[src/rtl/fifo_rr_write_arbiter_pkg.sv]
// fifo_arb_pkg: shared state type and default sizing for the fifo write arbiter
package fifo_arb_pkg;
    typedef enum logic {IDLE, GRANT} arb_state_t;
    localparam int NUM_REQ_DEF   = 4;
    localparam int BURST_MAX_DEF = 4;
endpackage

[src/rtl/fifo_rr_write_arbiter_if.sv]
// fifo_rr_write_arbiter_if: requester-side and fifo write-side signals of the arbiter
interface fifo_rr_write_arbiter_if
    import fifo_arb_pkg::*;
#(
    parameter int NUM_REQ       = NUM_REQ_DEF,
    parameter int COL_BIT_WIDTH = 32
);
    localparam int ID_WIDTH = $clog2(NUM_REQ);
    logic [NUM_REQ-1:0]               req_valid;
    logic [NUM_REQ-1:0]               req_last;
    logic [NUM_REQ*COL_BIT_WIDTH-1:0] req_data;
    logic [NUM_REQ-1:0]               req_ready;
    logic                             fifo_w_req;
    logic [COL_BIT_WIDTH-1:0]         fifo_w_data;
    logic [ID_WIDTH-1:0]              fifo_w_id;
    logic                             fifo_w_stall;
    logic                             grant_active;
    logic [ID_WIDTH-1:0]              grant_id;
    modport master (
        output req_valid, req_last, req_data, fifo_w_stall,
        input  req_ready, fifo_w_req, fifo_w_data, fifo_w_id, grant_active, grant_id
    );
    modport slave (
        input  req_valid, req_last, req_data, fifo_w_stall,
        output req_ready, fifo_w_req, fifo_w_data, fifo_w_id, grant_active, grant_id
    );
endinterface

[src/rtl/fifo_rr_write_arbiter_rr_priority_pick.sv]
// rr_priority_pick: first set request after ptr, wrapping, with ptr itself examined last
module rr_priority_pick #(
    parameter int  NUM_REQ  = 4,
    localparam int ID_WIDTH = $clog2(NUM_REQ)
) (
    input  logic [NUM_REQ-1:0]  req,
    input  logic [ID_WIDTH-1:0] ptr,
    output logic [ID_WIDTH-1:0] pick_idx,
    output logic                pick_any
);
    logic [ID_WIDTH-1:0] idx;
    always_comb begin
        pick_idx = '0;
        idx      = '0;
        pick_any = |req;
        // scan from the far end so the nearest candidate after ptr is written last
        for (int k = NUM_REQ; k >= 1; k--) begin
            idx = ID_WIDTH'((int'(ptr) + k) % NUM_REQ);
            if (req[idx]) pick_idx = idx;
        end
    end
endmodule

[src/rtl/fifo_rr_write_arbiter.sv]
// fifo_rr_write_arbiter: round-robin, packet-locked sharing of one fifo write port
module fifo_rr_write_arbiter
    import fifo_arb_pkg::*;
#(
    parameter int NUM_REQ       = NUM_REQ_DEF,
    parameter int COL_BIT_WIDTH = 32,
    parameter int BURST_MAX     = BURST_MAX_DEF
) (
    input logic                    clk,
    input logic                    reset_n,
    fifo_rr_write_arbiter_if.slave bus
);
    localparam int ID_WIDTH = $clog2(NUM_REQ);
    localparam int CW       = $clog2(BURST_MAX + 1);
    arb_state_t          state, state_nx;
    logic [ID_WIDTH-1:0] gid, gid_nx, rr_ptr, rr_ptr_nx, pick_idx;
    logic [CW-1:0]       beat_cnt, beat_cnt_nx;
    logic                pick_any, granted, xfer, rel;
    assign granted = state == GRANT;
    assign xfer    = granted & bus.req_valid[gid] & ~bus.fifo_w_stall;
    assign rel     = xfer & (bus.req_last[gid] | beat_cnt == CW'(BURST_MAX - 1));
    // while granted the pointer only matters on release, where it must be the releasing requester
    rr_priority_pick #(.NUM_REQ(NUM_REQ)) u_pick (
        .req      (bus.req_valid),
        .ptr      (granted ? gid : rr_ptr),
        .pick_idx (pick_idx),
        .pick_any (pick_any)
    );
    always_ff @(posedge clk or negedge reset_n) begin
        if (!reset_n) begin
            state    <= IDLE;
            gid      <= '0;
            rr_ptr   <= ID_WIDTH'(NUM_REQ - 1);
            beat_cnt <= '0;
        end else begin
            state    <= state_nx;
            gid      <= gid_nx;
            rr_ptr   <= rr_ptr_nx;
            beat_cnt <= beat_cnt_nx;
        end
    end
    always_comb begin
        state_nx    = state;
        gid_nx      = gid;
        rr_ptr_nx   = rr_ptr;
        beat_cnt_nx = beat_cnt;
        if (!granted) begin
            state_nx    = pick_any ? GRANT : IDLE;
            gid_nx      = pick_any ? pick_idx : gid;
            beat_cnt_nx = '0;
        end else if (rel) begin
            rr_ptr_nx   = gid;
            beat_cnt_nx = '0;
            state_nx    = pick_any ? GRANT : IDLE;
            gid_nx      = pick_any ? pick_idx : gid;
        end else if (xfer) begin
            beat_cnt_nx = beat_cnt + 1'b1;
        end
    end
    always_comb begin
        bus.req_ready      = '0;
        bus.req_ready[gid] = granted & ~bus.fifo_w_stall;
        bus.fifo_w_req     = xfer;
        bus.fifo_w_data    = xfer ? bus.req_data[gid*COL_BIT_WIDTH +: COL_BIT_WIDTH] : '0;
        bus.fifo_w_id      = granted ? gid : '0;
        bus.grant_active   = granted;
        bus.grant_id       = granted ? gid : '0;
    end
endmodule
[src/flat_wrapper.sv]
// flat-port wrapper written by rule: the top's interface ports become plain ports
module fifo_rr_write_arbiter_flat import fifo_arb_pkg::*;
#(
    parameter int NUM_REQ       = NUM_REQ_DEF,
    parameter int COL_BIT_WIDTH = 32,
    parameter int BURST_MAX     = BURST_MAX_DEF
)
  (clk, reset_n, bus_req_valid, bus_req_last, bus_req_data, bus_fifo_w_stall, bus_req_ready, bus_fifo_w_req, bus_fifo_w_data, bus_fifo_w_id, bus_grant_active, bus_grant_id);
  fifo_rr_write_arbiter_if #(.NUM_REQ(NUM_REQ), .COL_BIT_WIDTH(COL_BIT_WIDTH)) bus_i ();
  input logic clk;
  input logic reset_n;
  input wire logic [$bits(bus_i.req_valid)-1:0] bus_req_valid;
  input wire logic [$bits(bus_i.req_last)-1:0] bus_req_last;
  input wire logic [$bits(bus_i.req_data)-1:0] bus_req_data;
  input wire logic [$bits(bus_i.fifo_w_stall)-1:0] bus_fifo_w_stall;
  output wire logic [$bits(bus_i.req_ready)-1:0] bus_req_ready;
  output wire logic [$bits(bus_i.fifo_w_req)-1:0] bus_fifo_w_req;
  output wire logic [$bits(bus_i.fifo_w_data)-1:0] bus_fifo_w_data;
  output wire logic [$bits(bus_i.fifo_w_id)-1:0] bus_fifo_w_id;
  output wire logic [$bits(bus_i.grant_active)-1:0] bus_grant_active;
  output wire logic [$bits(bus_i.grant_id)-1:0] bus_grant_id;
  assign bus_i.req_valid = bus_req_valid;
  assign bus_i.req_last = bus_req_last;
  assign bus_i.req_data = bus_req_data;
  assign bus_i.fifo_w_stall = bus_fifo_w_stall;
  assign bus_req_ready = bus_i.req_ready;
  assign bus_fifo_w_req = bus_i.fifo_w_req;
  assign bus_fifo_w_data = bus_i.fifo_w_data;
  assign bus_fifo_w_id = bus_i.fifo_w_id;
  assign bus_grant_active = bus_i.grant_active;
  assign bus_grant_id = bus_i.grant_id;
  fifo_rr_write_arbiter #(.NUM_REQ(NUM_REQ), .COL_BIT_WIDTH(COL_BIT_WIDTH), .BURST_MAX(BURST_MAX)) u_core (.clk(clk), .reset_n(reset_n), .bus(bus_i));
endmodule
[config.mk]
export PLATFORM = sky130hd
export DESIGN_NAME = fifo_rr_write_arbiter_flat
export DESIGN_NICKNAME = d
export VERILOG_FILES = /design/src/rtl/fifo_rr_write_arbiter_pkg.sv /design/src/rtl/fifo_rr_write_arbiter_if.sv /design/src/rtl/fifo_rr_write_arbiter_rr_priority_pick.sv /design/src/rtl/fifo_rr_write_arbiter.sv /design/src/flat_wrapper.sv
export SDC_FILE = /design/constraint.sdc
export NUM_CORES = 1
export LEC_CHECK = 0
export CORE_ASPECT_RATIO = 1.25
export CORE_MARGIN = 4
export CORE_UTILIZATION = 25
export DETAILED_ROUTE_END_ITERATION = 10
export GPL_TIMING_DRIVEN = 1
export PLACE_DENSITY = 0.89
export SYNTH_ARGS = -nofsm -noshare
export SYNTH_HDL_FRONTEND = slang
export SYNTH_SLANG_ARGS = --single-unit
[constraint.sdc]
create_clock -name clk -period 2.1 [get_ports clk]
set_clock_uncertainty 0.2 [all_clocks]
set_input_delay 0.42 -clock clk [delete_from_list [all_inputs] [get_ports clk]]
set_output_delay 0.42 -clock clk [all_outputs]
set_load 0.005 [all_outputs]
==> results by group <==
Status
  – Outcome: finished, violations left
  – Violated checks: setup timing

Clock tree
  – Root Buffer: clkbuf_8
  – Max Root-Sink Buffers: 2
  – Clock Pin Slew Worst Setup and Hold Paths: 50 ps
  – CTS Sinks: 8
  – CTS tree: done
  – Clk_lat worst skew: 230 ps
  – H-tree Lvls: 1
  – TritonCTS Buffers: 3

Setup path
  – WP data arrival: 1880 ps
  – Family with the most delay on the worst path: multiplexers
  – Most used cell, CP: buf_12
  – Critical path type: flip-flop to output pin
  – R2R Path End: u_core.gid[1]$_DFFE_PN0P_
  – Buf/Inv on CP: 4
  – Cell with the largest stage delay on the worst path: mux4_2
  – Worst R2R Setup Slack: -100 ps
  – R2r worst-path depth: 8
  – Critical path fanouts, max: 8
  – Ordered cell list for the critical path: buf_12 -> buf_12 -> buf_16 -> mux4_2 -> and3_4 -> buf_6
  – Startpoint types: flip-flop
  – Worst endpoint required time: 1480 ps
  – Worst Setup End Kind: output pin
  – Largest stage delay, worst path: 520 ps
  – FF-to-FF Start: u_core.gid[0]$_DFFE_PN0P_

Final layout
  – Ant diodes: 0
  – Synthesis-to-layout area growth: 171%
  – Fill count: 467
  – Most frequent cells in the layout: clkdlybuf4s50_1, buf_6, mux4_2
  – Post-layout net count: 494
  – Post-Route Utilization: 69.5%
  – Most common cell after layout, fill and taps aside: clkdlybuf4s50_1
  – Layout cells sized above 1: 51.4%

Global route
  – Gr ovfl total: 0
  – Antenna violations before repair: 0
  – First-pass GRT wire length: 13300 µm
  – Largest net degree at the start of global routing: 18
  – M1 GR Usage: 23.0%
  – All-Layer GR Usage: 22.0%
  – Met2 Use GR: 42.1%
  – Gr busiest metal: met2
  – GR Util met3: 5.49%
  – Vias in the first global route: 2409

Timing
  – Setup WS post-layout: -399 ps
  – Max Slew Vio Count: 0
  – RSZ-0062 raised after global routing: yes
  – Tmin final: 2500 ps
  – Worst-margin pin slew: 373 ps
  – Fmax: 400 MHz
  – Fin crit share: 119%
  – Worst slew margin: 75.0%
  – Hold Vio Cnt, Final: 0
  – Finish-stage setup viols: 41
  – Setup tns final: -11990 ps

Synth
  – Sequential-to-total area share from yosys stat: 12.8%
  – Simple-gate area share of the yosys netlist: 19.4%
  – Cell area after synthesis: 1580 µm²
  – Top FF cell, synth: dfrtp_1
  – Synth Instances: 139
  – Adder-Cell Fraction of Synth Area: 1.58%
  – Number of synthesized register bits: 8
  – Syn Nets: 280
  – Mux contribution to synthesized area: 52.3%
  – Synth cell types: 30
  – Synth Area in XOR/XNOR: 0%
  – Yosys warns: 0
  – Syn Area/Cell: 11.4 µm²
  – Area fraction in compound gates after synthesis: 5.94%
  – Post-synth EDFFs: 0
  – Largest family of logic cells by synthesized area: multiplexers
  – Ys async rst share: 100%

Floorplan
  – Total core area: 6170 µm²
  – Area of the die: 7660 µm²
  – Initial core utilization: 25.6%
  – Chip Height: 96.9 µm
  – Ports: 181
  – Num rows: 32
  – Die width: 79.1 µm

Drt
  – 1st-iter DRT viols: 45
  – DR WL/cell: 21.0 µm
  – WL final: 9180 µm
  – Drc violations: 0
  – Via-to-Cell Ratio: 5.19
  – TritonRoute pass-1 iters: 4
  – Antenna-violating nets left: 0
  – Vias post-DR: 2267

Flow run
  – Maximum capacitance violations: 0

Place
  – Port Buffer Count: 180
  – HPWL after DPL: 6580 µm
  – Placer Congestion: 0.859

Min path
  – Worst min path class: input pin to async pin

Power and ir drop
  – Leak: 0.00176 µW
  – Power density over cell area: 979 nW/µm²
  – Highest ir drop seen on vdd: 0.000740 V
[synthesized netlist by cell type, types with 2 or more instances]
cell type / n / area share, %
nand2_1: 5 / 1.2
buf_6: 2 / 1.4
mux2_4: 2 / 1.9
o22ai_1: 2 / 0.79
clkbuf_1: 9 / 2.1
mux2i_1: 2 / 1.3
buf_2: 4 / 1.3
buf_4: 4 / 1.9
and3_1: 32 / 13
dfrtp_1: 6 / 9.5
nor2_1: 7 / 1.7
nor3_1: 2 / 0.63
mux4_2: 34 / 48
dfstp_2: 2 / 3.3
inv_1: 5 / 1.2
o21ai_0: 2 / 0.63
nand3_1: 4 / 1.3
ha_1: 2 / 1.6
nor4_1: 2 / 0.79
[layer usage]
layer | wire length [µm] | vias up
met5 | 0 | -
met4 | 278 | 0
met3 | 849 | 24
met2 | 5060 | 141
met1 | 2990 | 1099
li1 | - | 1003
[worst max-delay path by stage]
stage	start	endpoint	slack, ps	cells after the start
floorplan	u_core.gid[0]$_DFFE_PN0P_	bus_fifo_w_data[10]	-20	5
global placement	bus_req_valid[2]	bus_fifo_w_data[5]	-760	5
detailed placement	bus_req_valid[2]	bus_fifo_w_data[5]	-800	5
CTS	u_core.gid[0]$_DFFE_PN0P_	bus_fifo_w_data[25]	-410	6
global route	u_core.gid[0]$_DFFE_PN0P_	bus_fifo_w_data[12]	-440	6
finish	u_core.gid[0]$_DFFE_PN0P_	bus_fifo_w_data[12]	-400	6
[where the power goes]
part	switching [µW]	internal (µW)
Clock	66.4	132
Combinational	1330	2360
Sequential	68.3	235
[logic make-up after synthesis]
logic type	Yosys count
AO/OA/AOI/OAI	11
adder cells (fa/ha/maj)	2
buffers and inverters	24
flip-flops	8
multiplexers	39
AND/OR/NAND/NOR	55
[state kept, by name, summed over array words and instances (netlist names)]
| signal | flops |
|---|---|
| u_core.bus.grant_active | 1 |
| u_core.gid | 2 |
| u_core.beat_cnt | 3 |
| u_core.rr_ptr | 2 |
[final cells by class]
cell class              count  area [µm²]  area share [%]
inverters                   5        23.8           0.555
well taps                  85         106            2.48
clock buffers               4        45.0            1.05
repair buffers            228        2380            55.6
flip-flops and latches      8         205            4.79
multi-input cells         107        1520            35.6
[stage by stage]
step,instance area [µm²],setup slack [ps],hold slack (ps),power [µW],instances
final,4280,-399,268,4190,437
after global routing,4280,-441,279,4430,437
after CTS,4080,-415,263,3840,433
after detailed placement,3610,-796,302,2860,406
after global placement,3610,-756,299,2800,406
after floorplan,1580,-15.1,-75.6,1700,139
[repair_timing]
action | in CTS | in global routing
resized for setup | 198 | 68
hold buffers | 0 | 0
pin swaps | 5 | 19
setup buffers | 17 | 7
gates cloned | 6 | 1
setup endpoints to repair | 46 | 47
[worst reg2reg max path, delay by kind of cell (launching register included)]
family,cells,cell delay (ps)
AO/OA/AOI/OAI,2,300
multiplexers,1,590
buffers and inverters,4,500
flip-flops,1,430
AND/OR/NAND/NOR,1,70
Power figures use the tool's default switching activity.
